==> src/rtl/obstacle_lane_scheduler.sv <==
// Game-flow controller: sequences IDLE/PLAY/LEVEL_UP/CRASH, paces car motion with a
// score-dependent step enable and picks a fresh lane-direction pattern on every level-up.
module obstacle_lane_scheduler #(
    parameter int unsigned C_BASE_CAR_SPEED = 781250,
    parameter int unsigned NUM_LANES        = 4,
    parameter int unsigned C_FREEZE_CYCLES  = 25000000,
    parameter logic [7:0]  C_LFSR_SEED      = 8'hA5
) (
    input  logic                 i_Clk,
    input  logic                 i_Reset,
    input  logic                 i_Start,
    input  logic                 i_Goal,
    input  logic                 i_Collision,
    input  logic                 i_Pause,
    output logic [1:0]           o_State,
    output logic                 o_Tick,
    output logic [NUM_LANES-1:0] o_Reverse,
    output logic                 o_Level_Up,
    output logic [3:0]           o_Score
);

    typedef enum logic [1:0] {
        S_IDLE     = 2'd0,
        S_PLAY     = 2'd1,
        S_LEVEL_UP = 2'd2,
        S_CRASH    = 2'd3
    } state_t;

    localparam logic [19:0] PERIOD_T0   = 20'(C_BASE_CAR_SPEED);
    localparam logic [19:0] PERIOD_T1   = PERIOD_T0 >> 1;
    localparam logic [19:0] PERIOD_T2   = PERIOD_T0 >> 2;
    localparam logic [19:0] PERIOD_T3   = PERIOD_T0 >> 3;
    localparam logic [24:0] FREEZE_LAST = 25'(C_FREEZE_CYCLES - 1);

    state_t                 state_q, state_d;
    logic [19:0]            step_q, step_d;
    logic [24:0]            freeze_q, freeze_d;
    logic [7:0]             lfsr_q, lfsr_d;
    logic                   tick_q, tick_d;
    logic                   level_up_q, level_up_d;
    logic [3:0]             score_q, score_d;
    logic [NUM_LANES-1:0]   reverse_q, reverse_d;
    logic [19:0]            period_last;
    logic [NUM_LANES-1:0]   new_reverse;

    always_comb begin
        if (score_q <= 4'd3) begin
            period_last = PERIOD_T0 - 20'd1;
        end else if (score_q <= 4'd6) begin
            period_last = PERIOD_T1 - 20'd1;
        end else if (score_q <= 4'd9) begin
            period_last = PERIOD_T2 - 20'd1;
        end else begin
            period_last = PERIOD_T3 - 20'd1;
        end
    end

    // A repeated pattern would leave the road looking unchanged, so force bit 0 over.
    always_comb begin
        new_reverse = lfsr_q[NUM_LANES-1:0];
        if (new_reverse == reverse_q) begin
            new_reverse[0] = ~new_reverse[0];
        end
    end

    always_comb begin
        state_d    = state_q;
        step_d     = step_q;
        freeze_d   = freeze_q;
        tick_d     = 1'b0;
        level_up_d = 1'b0;
        score_d    = score_q;
        reverse_d  = reverse_q;
        lfsr_d     = {lfsr_q[6:0], lfsr_q[7] ^ lfsr_q[5] ^ lfsr_q[4] ^ lfsr_q[3]};

        case (state_q)
            S_IDLE: begin
                score_d   = 4'd0;
                reverse_d = '0;
                if (i_Start) begin
                    state_d = S_PLAY;
                    step_d  = 20'd0;
                end
            end
            S_PLAY: begin
                if (i_Collision) begin
                    state_d  = S_CRASH;
                    freeze_d = 25'd0;
                end else if (i_Goal) begin
                    state_d    = S_LEVEL_UP;
                    freeze_d   = 25'd0;
                    score_d    = (score_q == 4'd15) ? 4'd15 : score_q + 4'd1;
                    reverse_d  = new_reverse;
                    level_up_d = 1'b1;
                end else if (!i_Pause) begin
                    // >= rather than == so a period that shrank mid-count still fires.
                    if (step_q >= period_last) begin
                        tick_d = 1'b1;
                        step_d = 20'd0;
                    end else begin
                        step_d = step_q + 20'd1;
                    end
                end
            end
            S_LEVEL_UP, S_CRASH: begin
                if (!i_Pause) begin
                    if (freeze_q == FREEZE_LAST) begin
                        freeze_d = 25'd0;
                        if (state_q == S_LEVEL_UP) begin
                            state_d = S_PLAY;
                            step_d  = 20'd0;
                        end else begin
                            state_d   = S_IDLE;
                            score_d   = 4'd0;
                            reverse_d = '0;
                        end
                    end else begin
                        freeze_d = freeze_q + 25'd1;
                    end
                end
            end
            default: state_d = S_IDLE;
        endcase
    end

    always_ff @(posedge i_Clk or posedge i_Reset) begin
        if (i_Reset) begin
            state_q    <= S_IDLE;
            step_q     <= 20'd0;
            freeze_q   <= 25'd0;
            lfsr_q     <= C_LFSR_SEED;
            tick_q     <= 1'b0;
            level_up_q <= 1'b0;
            score_q    <= 4'd0;
            reverse_q  <= '0;
        end else begin
            state_q    <= state_d;
            step_q     <= step_d;
            freeze_q   <= freeze_d;
            lfsr_q     <= lfsr_d;
            tick_q     <= tick_d;
            level_up_q <= level_up_d;
            score_q    <= score_d;
            reverse_q  <= reverse_d;
        end
    end

    assign o_State    = state_q;
    assign o_Tick     = tick_q;
    assign o_Reverse  = reverse_q;
    assign o_Level_Up = level_up_q;
    assign o_Score    = score_q;

endmodule

==> config.mk <==
export PLATFORM = sky130hd
export DESIGN_NAME = obstacle_lane_scheduler
export DESIGN_NICKNAME = d
export VERILOG_FILES = /design/src/rtl/obstacle_lane_scheduler.sv
export SDC_FILE = /design/constraint.sdc
export NUM_CORES = 1
export LEC_CHECK = 0
export CAP_MARGIN = 20
export CORE_MARGIN = 2
export CORE_UTILIZATION = 35
export CTS_BUF_LIST = sky130_fd_sc_hd__clkbuf_8 sky130_fd_sc_hd__clkbuf_16
export CTS_CLUSTER_DIAMETER = 40
export DETAILED_ROUTE_END_ITERATION = 16
export PLACE_DENSITY = 0.51
export SLEW_MARGIN = 20
export SYNTH_ARGS = -nofsm -noshare
export SYNTH_HDL_FRONTEND = slang
export SYNTH_SLANG_ARGS = --single-unit
==> constraint.sdc <==
create_clock -name i_Clk -period 3.7 [get_ports i_Clk]
set_clock_uncertainty 0.2 [all_clocks]
set_input_delay 0.925 -clock i_Clk [delete_from_list [all_inputs] [get_ports i_Clk]]
set_output_delay 0.925 -clock i_Clk [all_outputs]
set_load 0.1 [all_outputs]
**Word-level counts from Yosys, hierarchy flattened**

Cells that the tools add are included.

- Bitwise logic cells: 4
- Multiplexer cells: 43
- $add $sub $neg: 3
- Reductions and logical operators: 7
- $lt $le $gt $ge: 4
- Equality and inequality tests: 16

Operators with widths:

| kind | number |
|---|---|
| $mux W20 | 9 |
| $mux W25 | 4 |
| $pmux W20 S3 | 1 |
| $pmux W25 S2 | 1 |
| $mux W4 | 8 |
| $add A25 B1 Y25 const B | 1 |
| $eq A25 B25 Y1 const B | 1 |
| $pmux W4 S3 | 2 |
| $add A20 B1 Y20 const B | 1 |
| $ge A20 B20 Y1 | 1 |
| $mux W19 | 1 |
| $mux W18 | 1 |
| $ne A2 B2 Y1 const B | 9 |
| $mux W1 | 10 |
| $mux W2 | 5 |
| $reduce_and A7 Y1 | 1 |
| $pmux W2 S3 | 1 |
| $reduce_and A5 Y1 | 1 |
| $add A4 B1 Y4 const B | 1 |
| $eq A2 B2 Y1 const B | 2 |
| $eq A4 B4 Y1 | 1 |
| $eq A4 B4 Y1 const B | 1 |
| $le A4 B2 Y1 const B | 1 |
| $le A4 B3 Y1 const B | 1 |
| other kinds (10) | 12 |

- Input port bits: 6
- Register bits: 65
- Output and inout bits: 12
- Word-level logic and storage cells: 85

**Depth between registers and ports, before layout**

Gate-level depths: netlist of the first run.

- Word-level depth: 10
- Depth in mapped cells: 16
- Mapped depth without buffers: 15

**Worst setup path before layout of the first run**

OpenSTA, ideal clock, no wires.

- Path kind: register to register
- Start: reg score_q[0] (netlist: o_Score[0])
- End: reg step_q[10]
- Required time: 3.379 ns
- Data arrival time: 3.377 ns
- Setup slack: 0.002 ns
- Path buffers: 0
- Library setup time: 0.121 ns
- Period minus slack after synthesis: 3.698 ns
- Cell stages (with the launch flop): 16
- Path through: dfrtp_1 > inv_1 > ha_1 > nor2_1 > o21ai_0 > inv_1 > nor2_1 > nor2_1 > inv_1 > ha_1 > nand4_1 > nor3_1 > o21ai_0 > and3_2 > a31o_2 > a22o_1

- Cells in the longest elaborated chain, start to end: 10
- Elaborated cells between the ends (all ways): 12
- Classes of those cells: order compare (4); mux (8)

Ends and longest elaborated chain:

| item | RTL line | text |
|---|---|---|
| start, declared | 41 | `logic [3:0] score_q, score_d;` |
| start signal, assigned | 143 | `score_q <= score_d;` |
| $le A4 B4 Y1 | 51 | `end else if (score_q <= 4'd9) begin` |
| $mux W18 | 51 |  |
| $mux W19 | 49 | `end else if (score_q <= 4'd6) begin` |
| $mux W20 * | 47 | `if (score_q <= 4'd3) begin` |
| $ge A20 B20 Y1 * | 97 | `if (step_q >= period_last) begin` |
| $mux W20 * | 97 |  |
| $mux W20 * | 95 | `end else if (!i_Pause) begin` |
| $mux W20 * | 89 | `end else if (i_Goal) begin` |
| $mux W20 * | 86 | `if (i_Collision) begin` |
| $pmux W20 S3 * | 76 | `case (state_q)` |
| end signal, assigned | 138 | `step_q <= step_d;` |
| end, declared | 36 | `logic [19:0] step_q, step_d;` |

Every way passes the cells marked *; elsewhere a longest branch is shown, timed or not. The select of a mux whose other input is x is not followed.
A chain may end at the register's enable or synchronous reset.

**Worst setup path after layout of the first run**

- Start: reg score_q[0] (netlist: o_Score[0])
- End: reg step_q[11]

The elaborated chain is that of the path after synthesis.

==> results of run 1 <==
[per-layer routing]
metal / GRT usage, % / up-vias / share of wire [%]
li1: - / 1449 / -
met1: 20.3 / 1429 / 49
met4: 4.95 / 0 / 0.94
met5: 0 / - / 0
met3: 3.25 / 7 / 1.6
met2: 25.7 / 21 / 49
[synth_stat cells, drive strengths merged]
library cell	n
nand2	28
a211oi	2
ha	23
and4	3
nor4	1
and2	6
a22oi	2
nand4	17
o21ai	34
xnor2	8
nand3	16
nor3	9
dfrtp	61
dfstp	4
o2bb2ai	3
nor4b	2
o21a	2
nor2	44
buf	7
or2	1
a31o	2
a21boi	2
inv	13
a31oi	5
a2111o	1
and2b	1
nor2b	8
a41oi	2
a21o	3
clkbuf	1
a21oi	9
a22o	18
a2bb2oi	1
o41ai	2
o211a	1
nand2b	7
and3	13
o31ai	3
xor2	18
o22a	1
[flip-flops by register name (all words and copies together), names as in the netlist]
signal,flops
step_q,20
o_Tick,1
o_Score,4
o_Level_Up,1
freeze_q,25
o_State,2
lfsr_q,8
o_Reverse,4
[kinds of logic after synthesis]
kind of cell / count (synthesis) / synth area share [%]
simple gates: 156 / 22.5
compound gates: 93 / 18.1
buf+inv: 21 / 2.99
xor+xnor: 26 / 5.98
fa+ha+maj: 23 / 7.56
flops: 65 / 42.9
[cell type report]
type,count,area [sq um],share of cell area (%)
Clock buffer,9,124,2.84
Clock inverter,7,119,2.72
Inverter,13,48.8,1.12
Multi-Input combinational cell,298,2060,47.2
Sequential cell,65,1630,37.4
Tap cell,140,175,4.01
Timing Repair Buffer,24,205,4.70
[cell usage in the layout, fill, tap and decap left out, types with 9 or more instances in the layout]
master / count
xor2_1: 18
and3_1: 11
o21ai_0: 21
o21ai_1: 10
nand2_1: 28
a21oi_1: 9
nand3_1: 15
a22o_1: 18
inv_1: 13
nor2_1: 42
buf_4: 18
nand4_1: 15
clkbuf_8: 9
ha_1: 23
dfrtp_1: 61
[what timing repair did]
action / 4_1_cts / 5_1_grt
endpoints found under the hold margin: 0 / 0
setup endpoints to repair: 0 / 20
buffers inserted: 0 / 0
gates resized for setup: 0 / 2
[path summary, 6_finish.rpt]
| path | start | to | slack, ps |
|---|---|---|---|
| min in group asynchronous | i_Reset | o_State[1] | 780 |
| setup reg to reg | o_Score[0] | step_q[11] | 340 |
| hold / removal | lfsr_q[6] | lfsr_q[7] | 160 |
| max in group asynchronous | i_Reset | freeze_q[22] | 1890 |
| hold reg to reg | lfsr_q[6] | lfsr_q[7] | 160 |
| setup / recovery | o_Score[0] | step_q[11] | 340 |
[worst max-delay path: cells and delay by family (launching register included)]
kind / cells / cell delay [ps]
buffers and inverters: 2 / 160
AO/OA/AOI/OAI: 4 / 1320
adder cells (fa/ha/maj): 2 / 430
AND/OR/NAND/NOR: 4 / 730
flip-flops: 1 / 440
[power by group]
group / switching (mW) / internal (mW)
Clock: 0.297 / 0.449
Sequential: 0.0366 / 0.739
Combinational: 0.0467 / 0.0349
==> flow_summary.ini, run 1 <==
[power]
leakage_nw = 1.96
p_total_mw = 1.60
powerDensity_mw_per_mm2 = 367
ir_worst_vdd_v = 0.000168

[setup_path]
critPathSlowestCell = dfrtp_1
startpoint_type = flip-flop
critPathRequiredTime_ps = 3730
path_cells = inv_1 > ha_1 > inv_1 > a31oi_1 > nand2_1 > ha_1 > nand2b_1 > a2111o_1 > a41oi_2 > and3_2 > nand2_1 > o41ai_2
worst_ep_arrival_time_ps = 3390
crit_type = reg -> reg
reg2reg_depth = 12
cp-end-kind = flip-flop
crit_fanout = 6
slowest_delay_ps = 440

[sta]
rsz0062_at_grt = false
setup_viol = 0
finalCritPeriodShare_pct = 90.8
finalWorstSetupSlack_ps = 341
drv_slew = 0
holdWs_ps = 161
relSlewSlack_pct = 57.9
worst_pin_slew_ps = 632
fmax_mhz = 298
period_minus_slack_ps = 3360
hold_viol_final = 0
tns_ps = 0

[global_routing]
grt_pass1_vias = 2890
overflow = 0
grt_max_degree = 39
antenna_found_initial = 0
grtUsageTotal_pct = 15.5
grt_pass1_wl_um = 14200

[clock_tree]
clkSlewWorstSetupHoldPaths_ps = 80
cts-buffers-inserted = 9
cts_root_buf = clkbuf_8
tritoncts = built
cts.sinks = 65
htree_levels = 3
clock_latency_ps = 340
ctsHoldBuffers = 0
clockBufferDepth = 2

[die]
start_util_pct = 35.4
die_h_um = 108
num_rows = 38
core_area_sq_mm = 0.0107
die_area_sq_mm = 0.0117
ioPinCount = 18
die_w_um = 108

[yosys]
synth_area_leaders = dfrtp_1, ha_1, nor2_1, a22o_1, xor2_1
syn-cell-area_sq_mm = 0.00380
synth_largest_area_cell = dfrtp_1
avgSynthCellArea_sq_um = 9.91
yosysWarnings = 0
ys_seq_area_share_pct = 42.9
synth_top_area_share_pct = 40.1
ys_types = 56
synth_cells = 384
ys_seq_elements = 65
syn-num-nets = 413

[worst_hold_path]
hold_depth = 0
hp-class = reg -> reg

[routing]
vias = 2906
firstDrtPassIters = 4
via_per_inst = 5.23
drt_iter0_markers = 167
ant_nets = 0
wl_per_cell_um = 14.9
postRouteWirelength_um = 8270
drc = 0

[placement]
pre_cts_slack_ps = 173
placed_area_sq_mm = 0.00412
hpwl_um = 5820
gp_congestion = 0.792
numPlacedInstances = 540
port_buffers = 17

[cells_and_area]
stdcell_count = 556
fin_util_pct = 40.6
drive_above_1_share_pct = 14.7
fillCellCount = 1110
fin_area_sq_mm = 0.00437
antennaDiodeCount = 0
syn2layout_area_growth_pct = 14.7
fin_nets = 440

[run]
drv_cap = 0

[outcome]
status = finished, final reports clean
Power figures use the tool's default switching activity.
==> inputs of run 2 (changes only) <==
CORE_MARGIN = 3   (was 2)
CORE_UTILIZATION = 45   (was 35)
DONT_BUFFER_PORTS = 1   (was not set)
PLACE_DENSITY = 0.6   (was 0.51)
==> flow_summary.ini, run 2 (synthesis results as in run 1) <==
[clock_tree]
clkSlewWorstSetupHoldPaths_ps = 80
htree_levels = 3
tritoncts = built
cts_root_buf = clkbuf_8
clock_latency_ps = 350
clockBufferDepth = 2
cts-buffers-inserted = 9
cts.sinks = 65

[cells_and_area]
fin_util_pct = 52.5
final_common_cell = dfrtp_1
multi_input_area_sq_mm = 0.00207
layout.cells.most_common_list = dfrtp_1, nor2_1, nand2_1, ha_1, o21ai_0
largest_reg_flops = 25
fin_area_sq_mm = 0.00418
stdcell_count = 507
syn2layout_area_growth_pct = 9.96
fin_nets = 429
antennaDiodeCount = 0
fillCellCount = 728
regMostFlops = freeze_q
seq_area_sq_mm = 0.00163
largestRegisters = freeze_q (25), step_q (20), lfsr_q (8)
drive_above_1_share_pct = 13.8

[global_routing]
grt_pass1_vias = 2877
grt_pass1_wl_um = 14000
grtUsageTotal_pct = 17.8
overflow = 0
antenna_found_initial = 0
grt_max_degree = 46

[sta]
tns_ps = 0
fmax_mhz = 293
holdWs_ps = 156
relSlewSlack_pct = 36.1
finalWorstSetupSlack_ps = 287
worst_pin_slew_ps = 956
period_minus_slack_ps = 3410
finalCritPeriodShare_pct = 92.2
setup_viol = 0
rsz0062_at_grt = false
drv_slew = 0
hold_viol_final = 0

[setup_path]
startpoint_type = flip-flop
crit_fanout = 13
worst_ep_arrival_time_ps = 3450
crit_type = reg -> reg
critPathRequiredTime_ps = 3740
cp-end-kind = flip-flop
ff2ff_setup_slack_ps = 290

[outcome]
status = finished, final reports clean

[die]
start_util_pct = 47.8
ioPinCount = 18
die_h_um = 98.0
num_rows = 32
die_area_sq_mm = 0.00959
core_area_sq_mm = 0.00797
die_w_um = 98.0

[placement]
hpwl_um = 5680
placed_area_sq_mm = 0.00396
numPlacedInstances = 490
gp_congestion = 0.882
pre_cts_slack_ps = 274
port_buffers = 0

[routing]
drt_iter0_markers = 134
vias = 2868
via_per_inst = 5.66
drc = 0
ant_nets = 0
wl_per_cell_um = 16.0
firstDrtPassIters = 4
postRouteWirelength_um = 8110

[power]
powerDensity_mw_per_mm2 = 353
leakage_nw = 1.88
p_total_mw = 1.48
ir_worst_vdd_v = 0.000194

[worst_hold_path]
hp-class = reg -> reg

[run]
drv_cap = 0
-- run 2: worst paths after layout --
check / from / end / depth (start not counted)
max: o_Score[0] / step_q[8] / 15
min: lfsr_q[6] / lfsr_q[7] / 0
max in group asynchronous: i_Reset / freeze_q[21] / 2
min in group asynchronous: i_Reset / freeze_q[1] / 1
max reg2reg: o_Score[0] / step_q[8] / 15
min reg2reg: lfsr_q[6] / lfsr_q[7] / 0
-- run 2: routing by layer --
metal  track usage, %  part of all wire, %
met5                0                    0
met3             4.43                  4.1
met4             5.96                  1.5
met1             24.3                   49
met2             27.9                   45
-- run 2: what timing repair did --
item,in CTS,in global routing
hold buffers,0,0
gates resized for setup,0,1
endpoints found under the setup margin,0,19
buffers inserted,0,1
-- run 2: layout make-up --
cell class                 instances  area share (%)
clock buffer                       9            2.96
clock inverter                     7            1.82
inverter                          13            1.17
multi-input combinational        298            49.4
sequential                        65            39.0
tap                              102            3.05
timing repair buffer              13            2.63
-- run 2: worst max-delay path: stages, from the launching register on --
cell and delay (ps):
dfrtp_1 450, inv_1 120, ha_1 150, nor2_1 30
o21ai_0 190, inv_1 120, nor2_1 260, nor2_1 130
ha_1 330, nand4_1 130, nor3_1 260, o21ai_0 210
nand4_4 160, buf_4 220, o21ai_0 110, a22o_1 230
-- run 2: where the power goes --
| group | switching, mW | leakage [nW] | internal (mW) |
|---|---|---|---|
| logic | 0.0443 | 0.938 | 0.0296 |
| clock network | 0.311 | 0.0966 | 0.317 |
| registers | 0.0381 | 0.846 | 0.738 |
